### src/rtl/add_rs_dispatch.sv
// add_rs_dispatch: reservation station + dispatch for the add/sub unit.
// Entries capture CDB broadcasts, the ready entry with priority is sent to
// the single execution unit with a one-cycle ex_b strobe, and done_valid
// frees it again.
// Optional ADD_RS_AGE_SELECT_EN: oldest-ready-entry selection via per-entry
// saturating age counters; undefined gives lowest-ready-index selection.

module add_rs_entry #(
  parameter int DW   = 8,
  parameter int RW   = 4,
  parameter int ROBW = 3,
  parameter int AGEW = 3
) (
  input  logic            clk1,
  input  logic            rst_n,
  input  logic            alloc_we,
  input  logic [3:0]      a_func,
  input  logic [RW-1:0]   a_rd,
  input  logic [ROBW-1:0] a_rob,
  input  logic            a_s1_rdy,
  input  logic            a_s2_rdy,
  input  logic [DW-1:0]   a_s1_val,
  input  logic [DW-1:0]   a_s2_val,
  input  logic [RW-1:0]   a_s1_tag,
  input  logic [RW-1:0]   a_s2_tag,
  input  logic            cdb_valid,
  input  logic [RW-1:0]   cdb_rd,
  input  logic [DW-1:0]   cdb_data,
  input  logic            issue,
  input  logic            clr,
  output logic            busy,
  output logic            ready,
  output logic [3:0]      func,
  output logic [RW-1:0]   rd,
  output logic [ROBW-1:0] rob,
  output logic [DW-1:0]   d1,
  output logic [DW-1:0]   d2
`ifdef ADD_RS_AGE_SELECT_EN
  ,
  output logic [AGEW-1:0] age
`endif
);
  logic          issued, v1, v2;
  logic [RW-1:0] t1, t2;

  assign ready = busy && !issued && v1 && v2;

  // Entry state: allocation (with same-edge CDB capture), free, issue, wakeup.
  always_ff @(posedge clk1 or negedge rst_n) begin
    if (!rst_n) begin
      busy <= 1'b0; issued <= 1'b0; v1 <= 1'b0; v2 <= 1'b0;
      func <= '0; rd <= '0; rob <= '0; d1 <= '0; d2 <= '0; t1 <= '0; t2 <= '0;
    end else if (alloc_we) begin
      busy   <= 1'b1;
      issued <= 1'b0;
      func   <= a_func;
      rd     <= a_rd;
      rob    <= a_rob;
      t1     <= a_s1_tag;
      t2     <= a_s2_tag;
      v1     <= a_s1_rdy || (cdb_valid && a_s1_tag == cdb_rd);
      v2     <= a_s2_rdy || (cdb_valid && a_s2_tag == cdb_rd);
      d1     <= a_s1_rdy ? a_s1_val : cdb_data;
      d2     <= a_s2_rdy ? a_s2_val : cdb_data;
    end else if (clr) begin
      busy   <= 1'b0;
      issued <= 1'b0;
    end else if (busy) begin
      if (issue) issued <= 1'b1;
      if (cdb_valid && !v1 && t1 == cdb_rd) begin v1 <= 1'b1; d1 <= cdb_data; end
      if (cdb_valid && !v2 && t2 == cdb_rd) begin v2 <= 1'b1; d2 <= cdb_data; end
    end
  end

`ifdef ADD_RS_AGE_SELECT_EN
  // Age: zero on allocation, counts edges while busy, saturates at all-ones.
  always_ff @(posedge clk1 or negedge rst_n) begin
    if (!rst_n)                 age <= '0;
    else if (alloc_we)          age <= '0;
    else if (busy && age != '1) age <= age + 1'b1;
  end
`endif
endmodule

module add_rs_dispatch #(
  parameter int N_ENT = 3,
  parameter int DW    = 8,
  parameter int RW    = 4,
  parameter int ROBW  = 3
) (
  input  logic                       clk1,
  input  logic                       rst_n,
  input  logic                       alloc_valid,
  output logic                       alloc_ready,
  input  logic [3:0]                 alloc_func,
  input  logic [RW-1:0]              alloc_rd,
  input  logic [ROBW-1:0]            alloc_rob,
  input  logic                       alloc_s1_rdy,
  input  logic                       alloc_s2_rdy,
  input  logic [DW-1:0]              alloc_s1_val,
  input  logic [DW-1:0]              alloc_s2_val,
  input  logic [RW-1:0]              alloc_s1_tag,
  input  logic [RW-1:0]              alloc_s2_tag,
  input  logic                       cdb_valid,
  input  logic [RW-1:0]              cdb_rd,
  input  logic [DW-1:0]              cdb_data,
  output logic                       ex_b,
  output logic [2:0]                 rs_index,
  output logic [DW-1:0]              rs1_data,
  output logic [DW-1:0]              rs2_data,
  output logic [3:0]                 func,
  output logic [RW-1:0]              rd,
  output logic [ROBW-1:0]            rob_ind,
  input  logic                       done_valid,
  input  logic [2:0]                 done_index,
  output logic [$clog2(N_ENT+1)-1:0] occ
);
  localparam int IW   = $clog2(N_ENT);
  localparam int OCCW = $clog2(N_ENT+1);
  localparam int AGEW = N_ENT;

  logic [N_ENT-1:0]           busy, ready, alloc_we, issue, clr;
  logic [N_ENT-1:0][3:0]      e_func;
  logic [N_ENT-1:0][RW-1:0]   e_rd;
  logic [N_ENT-1:0][ROBW-1:0] e_rob;
  logic [N_ENT-1:0][DW-1:0]   e_d1, e_d2;
`ifdef ADD_RS_AGE_SELECT_EN
  logic [N_ENT-1:0][AGEW-1:0] e_age;
  logic [AGEW-1:0]            sel_age;
`endif
  logic          alloc_hit, alloc_fire, sel_hit, unit_busy, unit_free, disp, done_dec;
  logic [IW-1:0] alloc_idx, sel_idx;

  for (genvar g = 0; g < N_ENT; g++) begin : g_ent
    assign alloc_we[g] = alloc_fire && alloc_idx == IW'(g);
    assign issue[g]    = disp && sel_idx == IW'(g);
    assign clr[g]      = done_valid && done_index == 3'(g);
    add_rs_entry #(.DW(DW), .RW(RW), .ROBW(ROBW), .AGEW(AGEW)) u_ent (
      .clk1(clk1), .rst_n(rst_n), .alloc_we(alloc_we[g]),
      .a_func(alloc_func), .a_rd(alloc_rd), .a_rob(alloc_rob),
      .a_s1_rdy(alloc_s1_rdy), .a_s2_rdy(alloc_s2_rdy),
      .a_s1_val(alloc_s1_val), .a_s2_val(alloc_s2_val),
      .a_s1_tag(alloc_s1_tag), .a_s2_tag(alloc_s2_tag),
      .cdb_valid(cdb_valid), .cdb_rd(cdb_rd), .cdb_data(cdb_data),
      .issue(issue[g]), .clr(clr[g]),
      .busy(busy[g]), .ready(ready[g]), .func(e_func[g]), .rd(e_rd[g]),
      .rob(e_rob[g]), .d1(e_d1[g]), .d2(e_d2[g])
`ifdef ADD_RS_AGE_SELECT_EN
      , .age(e_age[g])
`endif
    );
  end

  // Lowest-index free entry receives the next allocation.
  always_comb begin
    alloc_hit = 1'b0;
    alloc_idx = '0;
    for (int i = N_ENT-1; i >= 0; i--)
      if (!busy[i]) begin alloc_hit = 1'b1; alloc_idx = IW'(i); end
  end

  assign alloc_ready = alloc_hit;
  assign alloc_fire  = alloc_valid && alloc_hit;

  // Dispatch winner among ready entries (oldest first when ages exist).
  always_comb begin
    sel_hit = 1'b0;
    sel_idx = '0;
`ifdef ADD_RS_AGE_SELECT_EN
    sel_age = '0;
    for (int i = 0; i < N_ENT; i++)
      if (ready[i] && (!sel_hit || e_age[i] > sel_age)) begin
        sel_hit = 1'b1; sel_idx = IW'(i); sel_age = e_age[i];
      end
`else
    for (int i = 0; i < N_ENT; i++)
      if (ready[i] && !sel_hit) begin sel_hit = 1'b1; sel_idx = IW'(i); end
`endif
  end

  assign unit_free = !unit_busy || done_valid;
  assign disp      = sel_hit && unit_free;
  assign done_dec  = |(clr & busy);

  // Registered dispatch outputs; data holds between strobes.
  always_ff @(posedge clk1 or negedge rst_n) begin
    if (!rst_n) begin
      ex_b <= 1'b0; rs_index <= '0; rs1_data <= '0; rs2_data <= '0;
      func <= '0; rd <= '0; rob_ind <= '0;
    end else begin
      ex_b <= disp;
      if (disp) begin
        rs_index <= 3'(sel_idx);
        rs1_data <= e_d1[sel_idx];
        rs2_data <= e_d2[sel_idx];
        func     <= e_func[sel_idx];
        rd       <= e_rd[sel_idx];
        rob_ind  <= e_rob[sel_idx];
      end
    end
  end

  // Execution unit occupancy and busy-entry count.
  always_ff @(posedge clk1 or negedge rst_n) begin
    if (!rst_n) begin
      unit_busy <= 1'b0;
      occ       <= '0;
    end else begin
      if (disp)            unit_busy <= 1'b1;
      else if (done_valid) unit_busy <= 1'b0;
      occ <= occ + OCCW'(alloc_fire) - OCCW'(done_dec);
    end
  end
endmodule

### config.mk
export PLATFORM = sky130hd
export DESIGN_NAME = add_rs_dispatch
export DESIGN_NICKNAME = d
export VERILOG_FILES = /design/src/rtl/add_rs_dispatch.sv
export SDC_FILE = /design/constraint.sdc
export NUM_CORES = 1
export LEC_CHECK = 0
export CAP_MARGIN = 20
export CORE_MARGIN = 5
export CORE_UTILIZATION = 55
export CTS_CLUSTER_DIAMETER = 80
export CTS_CLUSTER_SIZE = 25
export DETAILED_ROUTE_END_ITERATION = 8
export PLACE_DENSITY_LB_ADDON = 0.15
export SLEW_MARGIN = 20
export SYNTH_ARGS = -nofsm -noshare
export SYNTH_HDL_FRONTEND = slang
export SYNTH_SLANG_ARGS = --single-unit
### constraint.sdc
create_clock -name clk1 -period 3.6 [get_ports clk1]
set_input_delay 0.72 -clock clk1 [delete_from_list [all_inputs] [get_ports clk1]]
set_output_delay 0.72 -clock clk1 [all_outputs]
set_load 0.02 [all_outputs]
=== Word-level counts from Yosys, hierarchy flattened ===
Cells that the tools add are included.

* Logic and storage cells: 237
* Bits of input ports: 57
* Flip-flop bits (word level): 150

* Reduce and logical (&&, ||, !) cells: 83
* Magnitude comparators: 1
* Bitwise gates (word level): 1
* Mux-type cells: 91
* Add/subtract/negate cells: 2
* Equal/unequal tests: 17

{| class="wikitable"
|+ Operators with widths
! operator !! number
|-
| two-way mux 8 bit || 28
|-
| two-way mux 1 bit || 51
|-
| logical AND 1 bit || 36
|-
| binary-select mux 8 bit (select 2 bit) || 2
|-
| equality test 4 bit || 8
|-
| nonzero test 2 bit || 13
|-
| AND reduction 3 bit || 6
|-
| nonzero test 3 bit || 6
|-
| binary-select mux 4 bit (select 2 bit) || 2
|-
| zero test 1 bit || 12
|-
| two-way mux 2 bit || 4
|-
| two-way mux 4 bit || 2
|-
| binary-select mux 3 bit (select 2 bit) || 1
|-
| inequality test 2 x 1 -> 1 bit (second input constant) || 3
|-
| AND reduction 2 bit || 3
|-
| equality test 2 x 1 -> 1 bit (second input constant) || 2
|-
| equality test 2 bit (second input constant) || 2
|-
| zero test 2 bit || 2
|-
| AND 3 bit || 1
|-
| equality test 3 x 1 -> 1 bit (second input constant) || 1
|-
| equality test 3 x 2 -> 1 bit (second input constant) || 1
|-
| zero test 3 bit || 1
|-
| logical OR 1 bit || 3
|-
| less-than comparator 2 x 3 -> 1 bit (second input constant) || 1
|-
| other kinds (4) || 4
|}

=== Logic depth before layout (Yosys ltp) ===
Gate-level depths: netlist of the first run.

* Depth in word-level cells: 17
* Gate-level depth with buffers: 9

=== Hierarchy ===
A second synthesis of the first run with hierarchy kept.

* Cell total of the unflattened synthesis: 811
* Area total of the unflattened synthesis: 8526.9 um2

{| class="wikitable"
|+ Modules (own cells, without submodules)
! module !! area an instance (um2) !! sequential area each (um2) !! cells each !! instances
|-
| add_rs_entry || 2085.8 || 975.9 || 187 || 3
|-
| add_rs_dispatch || 2269.7 || 825.8 || 250 || 1
|}

=== Least setup slack after synthesis of the first run ===
Ideal clock, no wire load.

* Path type: input-to-reg
* Start: in done_index[0]
* End: reg occ[1]
* Data required time: 3.477 ns
* Slack: 1.663 ns
* Buffers on the path: 0
* Stages on the path: 8
* Library setup time: 0.123 ns
* Data arrival time: 1.814 ns
* Cell sequence: mux2i_1 > o21ai_0 > and3b_1 > ha_1 > inv_1 > ha_1 > xnor2_1 > xnor2_1

* Word-level cells in the longest chain between the ends: 5

{| class="wikitable"
|+ Ends and longest elaborated chain
! element !! line !! text
|-
| start: declaration || 115 || <nowiki>input logic [2:0] done_index,</nowiki>
|-
| equality test 3 x 1 -> 1 bit (tied with other cells) || 137 || <nowiki>assign clr[g] = done_valid && done_index == 3'(g);</nowiki>
|-
| logical AND 1 bit || 137 ||
|-
| AND 3 bit * || 183 || <nowiki>assign done_dec = |(clr & busy);</nowiki>
|-
| OR reduction 3 bit * || 183 ||
|-
| subtractor 2 x 1 -> 2 bit * || 211 || <nowiki>occ <= occ + OCCW'(alloc_fire) - OCCW'(done_dec);</nowiki>
|-
| end signal: assignment || 211 ||
|-
| end: declaration || 116 || <nowiki>output logic [$clog2(N_ENT+1)-1:0] occ</nowiki>
|}

Every way passes the cells marked *; elsewhere a longest branch is shown, timed or not.
A chain may end at the register's enable or synchronous reset.

=== Final worst setup path of the first run ===
* Start: reg g_ent[0].u_ent.busy
* End: out alloc_ready

* Word-level cells in the longest chain between the ends: 1

{| class="wikitable"
|+ Ends and longest elaborated chain
! element !! line !! text
|-
| start: declaration || 31 || <nowiki>output logic busy,</nowiki>
|-
| start signal: assignment || 51 || <nowiki>busy <= 1'b0; issued <= 1'b0; v1 <= 1'b0; v2 <= 1'b0;</nowiki>
|-
| start signal: assignment || 54 || <nowiki>busy <= 1'b1;</nowiki>
|-
| start signal: assignment || 66 || <nowiki>busy <= 1'b0;</nowiki>
|-
| two-way mux 1 bit || 159 || <nowiki>if (!busy[i]) begin alloc_hit = 1'b1; alloc_idx = IW'(i); end</nowiki>
|-
| end: declaration || 94 || <nowiki>output logic alloc_ready,</nowiki>
|}

Every way passes these cells.

==> results_dict.tcl, run 1 <==
set metrics [dict create \
    status "finished clean" \
    netlist_instances 716 \
    grt_start_max_net_pins 94 \
    numCtsBuffers 17 \
    required_ns 2.88 \
    slew_headroom 0.344 \
    timing.setup.tns_ns 0 \
    clkSinkCount 150 \
    dr.pass1.iters 5 \
    post-route-min-period_ns 2.51 \
    areaGrowthSynthToFinish_pct 21.0 \
    clockBufferDepth 2 \
    hp-class "primary input to asynchronous set/reset pin" \
    setup_viol_count_final 0 \
    syn_nets 775 \
    antenna-diode-count 0 \
    cp.arrival_ns 1.79 \
    grt_pass1_wl_um 33100 \
    rrSetupSlack_ns 1.15 \
    crit_path_max_incr_delay_ns 0.63 \
    final_common_cell "dfrtp_1" \
    p_per_area_mw_per_mm2 946 \
    insertion_delay_ns 0.43 \
    drive_above_1_share 0.132 \
    via_per_inst 6.07 \
    nets 856 \
    synth-edff-count 0 \
    path_buf_inv 1 \
    drc_errors 0 \
    maxSlewViolCount 0 \
    gp_congestion 0.894 \
    fin_skew_ns 0.00727 \
    overflow 0 \
    worstPathCellList "nand3_1 > clkdlybuf4s50_1" \
    fillCellCount 1015 \
    post_cts_buffers 0 \
    port_buffers 89 \
    row_count 42 \
    critPathKind "register to output port" \
    cts_tree "done" \
    hold_viol 0 \
    critPathTopFamily "flip-flops" \
    drtAntennaViolNets 0 \
    cts_root_buf "clkbuf_16" \
    grt_use_total 0.261 \
    antenna_found_initial 0 \
    p_leak_nw 3.82 \
    drtIter0Drc 671 \
    final_cell_mix "150 x dfrtp_1, 137 x nand2_1, 88 x clkdlybuf4s50_1" \
    endpoint_kind "output port" \
    die_x_um 126 \
    async_reset_ff_frac 1.00 \
    crit_path_top_delay_cell "dfrtp_1" \
    die-area_sq_mm 0.0159 \
    grt_pass1_vias 6288 \
    wl_per_cell_um 20.5 \
    fin_cells 985 \
    die_h_um 126 \
    hpwl_um 13600 \
    vias 5976 \
    syn_avg_cell_area_sq_um 10.3 \
    dpl.cell_count 954 \
    h-tree-depth 4 \
    synthesis.area_sq_mm 0.00741 \
    wl_um 20200 \
    finalCritPeriodShare 0.697 \
    start_util 0.560 \
    max_freq_mhz 399 \
    synthDistinctLibCells 53 \
    cts_resized 0 \
    vdd_drop_max_mv 0.460 \
    cts_hold_buf 0 \
    rsz0062_at_grt "no" \
    cp_max_fo 11 \
    start_kind "register" \
    seq_area_frac_synth 0.507 \
    max-cap-violations 0 \
    ys.flop_type "dfrtp_1" \
    coreArea_sq_mm 0.0132 \
    yosys_register_bits 150 \
    clk_pin_slew_worst_paths_ns 0.06 \
    worstMarginPinSlew_ns 0.982 \
    io_pins 91 \
    ys_warn_count 0 \
    post-route-util 0.677 \
]
-- cell type report --
class                      count  area [sq um]  area share
clock buffer                  19           433      0.0483
sequential                   150          3750       0.419
multi-input combinational    487          3280       0.366
tap                          176           220      0.0246
clock inverter                12           130      0.0145
timing repair buffer         102          1000       0.112
inverter                      39           146      0.0163
-- report_power, final --
group          total, W  switching [W]  internal [W]
logic           0.00368        0.00203       0.00165
clock network   0.00172       0.000703       0.00102
registers       0.00308       0.000543       0.00254
-- worst register-to-register path, delay by kind of cell, from the launching register on --
kind | cells | cell delay (ns)
AOI/OAI and AO/OA | 3 | 1.35
DFF | 1 | 0.52
and+or+nand+nor | 1 | 0.47
-- kinds of logic after synthesis --
logic type / Yosys count / share of synthesized area
muxes: 55 / 0.0816
and+or+nand+nor: 239 / 0.160
buffers and inverters: 79 / 0.0510
xor gates and xnor gates: 34 / 0.0402
adders and majority gates: 2 / 0.00338
AOI/OAI and AO/OA: 156 / 0.157
other: 1 / 0.000506
DFF: 150 / 0.507
-- per-layer routing --
layer	vias up	track usage	part of all wire
li1	2682	-	-
met5	-	0	0
met1	2932	0.334	0.40
met4	0	0.101	0.032
met3	58	0.0720	0.076
met2	304	0.426	0.50
-- state kept, by name (all words and copies together) (netlist names), 3 cells and up --
name and flops:
g_ent.u_ent.d2 24, rob_ind 3, g_ent.u_ent.d1 24, g_ent.u_ent.v1 3
g_ent.u_ent.func 12, g_ent.u_ent.t2 12, g_ent.u_ent.v2 3, g_ent.u_ent.t1 12
g_ent.u_ent.issued 3, rs2_data 8, rd 4, func 4
rs1_data 8, g_ent.u_ent.busy 3, g_ent.u_ent.rd 12, g_ent.u_ent.rob 9
-- synthesized netlist by cell type, types with 2 or more instances --
cell type | n | share of area
a21oi_1 | 28 | 0.019
a221oi_1 | 8 | 0.0095
a22o_1 | 2 | 0.0024
and4b_1 | 3 | 0.0041
buf_1 | 3 | 0.0015
buf_2 | 14 | 0.0095
buf_4 | 9 | 0.0091
buf_6 | 4 | 0.0061
clkbuf_1 | 10 | 0.0051
dfrtp_1 | 150 | 0.51
ha_1 | 2 | 0.0034
inv_1 | 39 | 0.020
mux2_2 | 39 | 0.059
mux2i_1 | 15 | 0.020
nand2_1 | 137 | 0.069
nand2b_1 | 11 | 0.0093
nand3_1 | 31 | 0.021
nand3b_1 | 2 | 0.0020
nand4b_2 | 3 | 0.0061
nand4bb_2 | 2 | 0.0044
nor2_1 | 28 | 0.014
nor3_1 | 5 | 0.0034
nor3_2 | 5 | 0.0068
nor3b_1 | 2 | 0.0020
o21a_1 | 3 | 0.0030
o21ai_0 | 20 | 0.014
o21ai_1 | 19 | 0.013
o221ai_1 | 32 | 0.038
o22a_1 | 29 | 0.034
o22ai_1 | 3 | 0.0025
o32a_4 | 3 | 0.0091
o41ai_1 | 2 | 0.0024
xnor2_1 | 20 | 0.024
xor2_1 | 14 | 0.017
-- path summary, 6_finish.rpt --
check | from | to | cells after the start
worst max-delay path | g_ent[0].u_ent.busy | alloc_ready | 2
worst min-delay path | rst_n | rs2_data[1] | 1
worst max register to register | g_ent[1].u_ent.busy | rs2_data[0] | 4
worst min register to register | g_ent[0].u_ent.rd[2] | g_ent[0].u_ent.rd[2] | 2
max in group asynchronous | rst_n | rob_ind[1] | 2
min in group clk1 | g_ent[0].u_ent.rd[2] | g_ent[0].u_ent.rd[2] | 2
-- stage by stage --
stage	total power [W]	area (sq um)	worst slack, ns	hold slack, ns
finish	0.00848	8960	1.09	0.374
detailed placement	0.00675	8400	0.701	0.465
CTS	0.00849	8960	1.10	0.421
floorplan	0.00555	7410	1.66	0.424
global placement	0.00657	8400	0.735	0.465
global route	0.00900	8960	0.989	0.430
Power figures use the tool's default switching activity.
==> run 2, diff against run 1 <==
- CORE_UTILIZATION: 55 -> 51
- clock period: 3.6 -> 2.1 ns (I/O delays scaled with it)
==> run 2 against run 1 <==
  * Combinational power grew 77%
  * Largest power group unchanged
  * Core utilization shrank 1.6 points
  * Wire length is 3.0% lower
==> results_dict.tcl, run 2 (synthesized netlist as in run 1, its figures left out) <==
set metrics [dict create \
    wl_per_cell_um 18.8 \
    worstPathCellList "clkdlybuf4s50_1 > mux2i_1 > o21ai_0 > and3b_1 > ha_1 > inv_1 > ha_1 > xnor2_1 > xnor2_1" \
    maxSlewViolCount 0 \
    crit_path_top_delay_cell "clkdlybuf4s50_1" \
    drc_errors 0 \
    critPathTopFamily "buffers and inverters" \
    cts_tree "done" \
    path_buf_inv 2 \
    reg_top3 "g_ent.u_ent.d1 (24), g_ent.u_ent.d2 (24)" \
    hpwl_um 14000 \
    port_buffers 89 \
    post-route-min-period_ns 1.94 \
    maxUsedRoutingLayer "met4" \
    drtIter0Drc 403 \
    place_area_sq_mm 0.00883 \
    final_cell_mix "147 x dfrtp_1, 137 x nand2_1, 87 x clkdlybuf4s50_1" \
    required_ns 2.43 \
    endpoint_kind "register" \
    clk_pin_slew_worst_paths_ns 0.06 \
    slew_headroom 0.665 \
    fin_cells 1041 \
    crit_path_max_incr_delay_ns 0.59 \
    coreArea_sq_mm 0.0144 \
    wl_um 19600 \
    drtAntennaViolNets 0 \
    clkSinkCount 150 \
    setup_viol_count_final 0 \
    antenna_found_initial 0 \
    dpl.cell_count 1008 \
    insertion_delay_ns 0.42 \
    start_util 0.516 \
    grt_pass1_vias 6146 \
    rsz0062_at_grt "no" \
    grt_use_total 0.237 \
    areaGrowthSynthToFinish_pct 28.1 \
    vdd_drop_max_mv 0.732 \
    io_pins 91 \
    grt_start_max_net_pins 50 \
    wl_met3_um 909 \
    max-cap-violations 0 \
    status "finished clean" \
    start_kind "primary input" \
    fin_skew_ns 0.00621 \
    die_x_um 131 \
    die-area_sq_mm 0.0170 \
    worstMarginPinSlew_ns 0.502 \
    grt_pass1_wl_um 31200 \
    post-route-util 0.660 \
    hp-start "g_ent[0].u_ent.rd[2]" \
    hp-class "register to register" \
    drive_above_1_share 0.184 \
    antenna-diode-count 0 \
    gp_congestion 0.939 \
    via_per_inst 5.76 \
    wl_met1_um 8230 \
    cp.arrival_ns 2.28 \
    post_cts_buffers 0 \
    crit_start "done_index[0]" \
    final_common_cell "dfrtp_1" \
    finalCritPeriodShare 0.925 \
    p_per_area_mw_per_mm2 1590 \
    r2r-start "g_ent[0].u_ent.busy" \
    cp_max_fo 5 \
    h-tree-depth 4 \
    cts_root_buf "clkbuf_16" \
    final_area_sq_mm 0.00949 \
    nets 903 \
    dr.pass1.iters 5 \
    route.met2.wl_um 10100 \
    vias 6000 \
    die_h_um 131 \
    hold_viol 0 \
    max_freq_mhz 515 \
    row_count 44 \
    numCtsBuffers 17 \
    critPathKind "primary input to register" \
    clockBufferDepth 2 \
    p_total_w 0.0151 \
    p_leak_nw 4.12 \
    overflow 0 \
]
==> run 2: path summary, 6_finish.rpt <==
check,depth (start not counted),endpoint,slack (ns)
max,9,occ[1],0.16
min,2,g_ent[0].u_ent.rd[2],0.46
max reg2reg,8,occ[1],0.31
min reg2reg,2,g_ent[0].u_ent.rd[2],0.46
max in group asynchronous,3,func[0],0.97
min in group asynchronous,2,rs2_data[4],0.52
==> run 2: final cells by class <==
class,count,area (sq um)
flip-flops and latches,150,3760
inverters,39,146
clock buffers,19,443
clock inverters,13,203
repair buffers,149,1430
well taps,184,230
multi-input cells,487,3280
fillers,1087,4880
==> run 2: worst min-delay path, cell delays in order (launching register included) <==
cell	delay, ns
dfrtp_1	0.33
nand2_1	0.05
nand2_1	0.06
==> run 2: through the flow <==
stage	worst slack, ns	hold WS [ns]	TNS (ns)
after floorplan	0.385	0.124	0
after global placement	-0.223	0.402	-3.82
after detailed placement	-0.280	0.409	-5.47
after CTS	0.164	0.471	0
after global routing	0.0649	0.497	0
final	0.158	0.465	0
==> run 2: power by group <==
group | total [W] | internal (W) | switching, W
Clock | 0.00331 | 0.00213 | 0.00118
Sequential | 0.00524 | 0.00436 | 0.000889
Combinational | 0.00653 | 0.00309 | 0.00344
==> run 2: repair_timing <==
item,CTS,global route
setup endpoints to repair,1,0
hold buffers,1,0
resized for setup,4,0
endpoints found under the hold margin,45,0
==> run 2: per-layer routing <==
metal  track usage  vias to the layer above
li1              -                     2786
met1         0.298                     2982
met2         0.407                      196
met3        0.0455                       36
met4        0.0871                        0
met5             0                        -
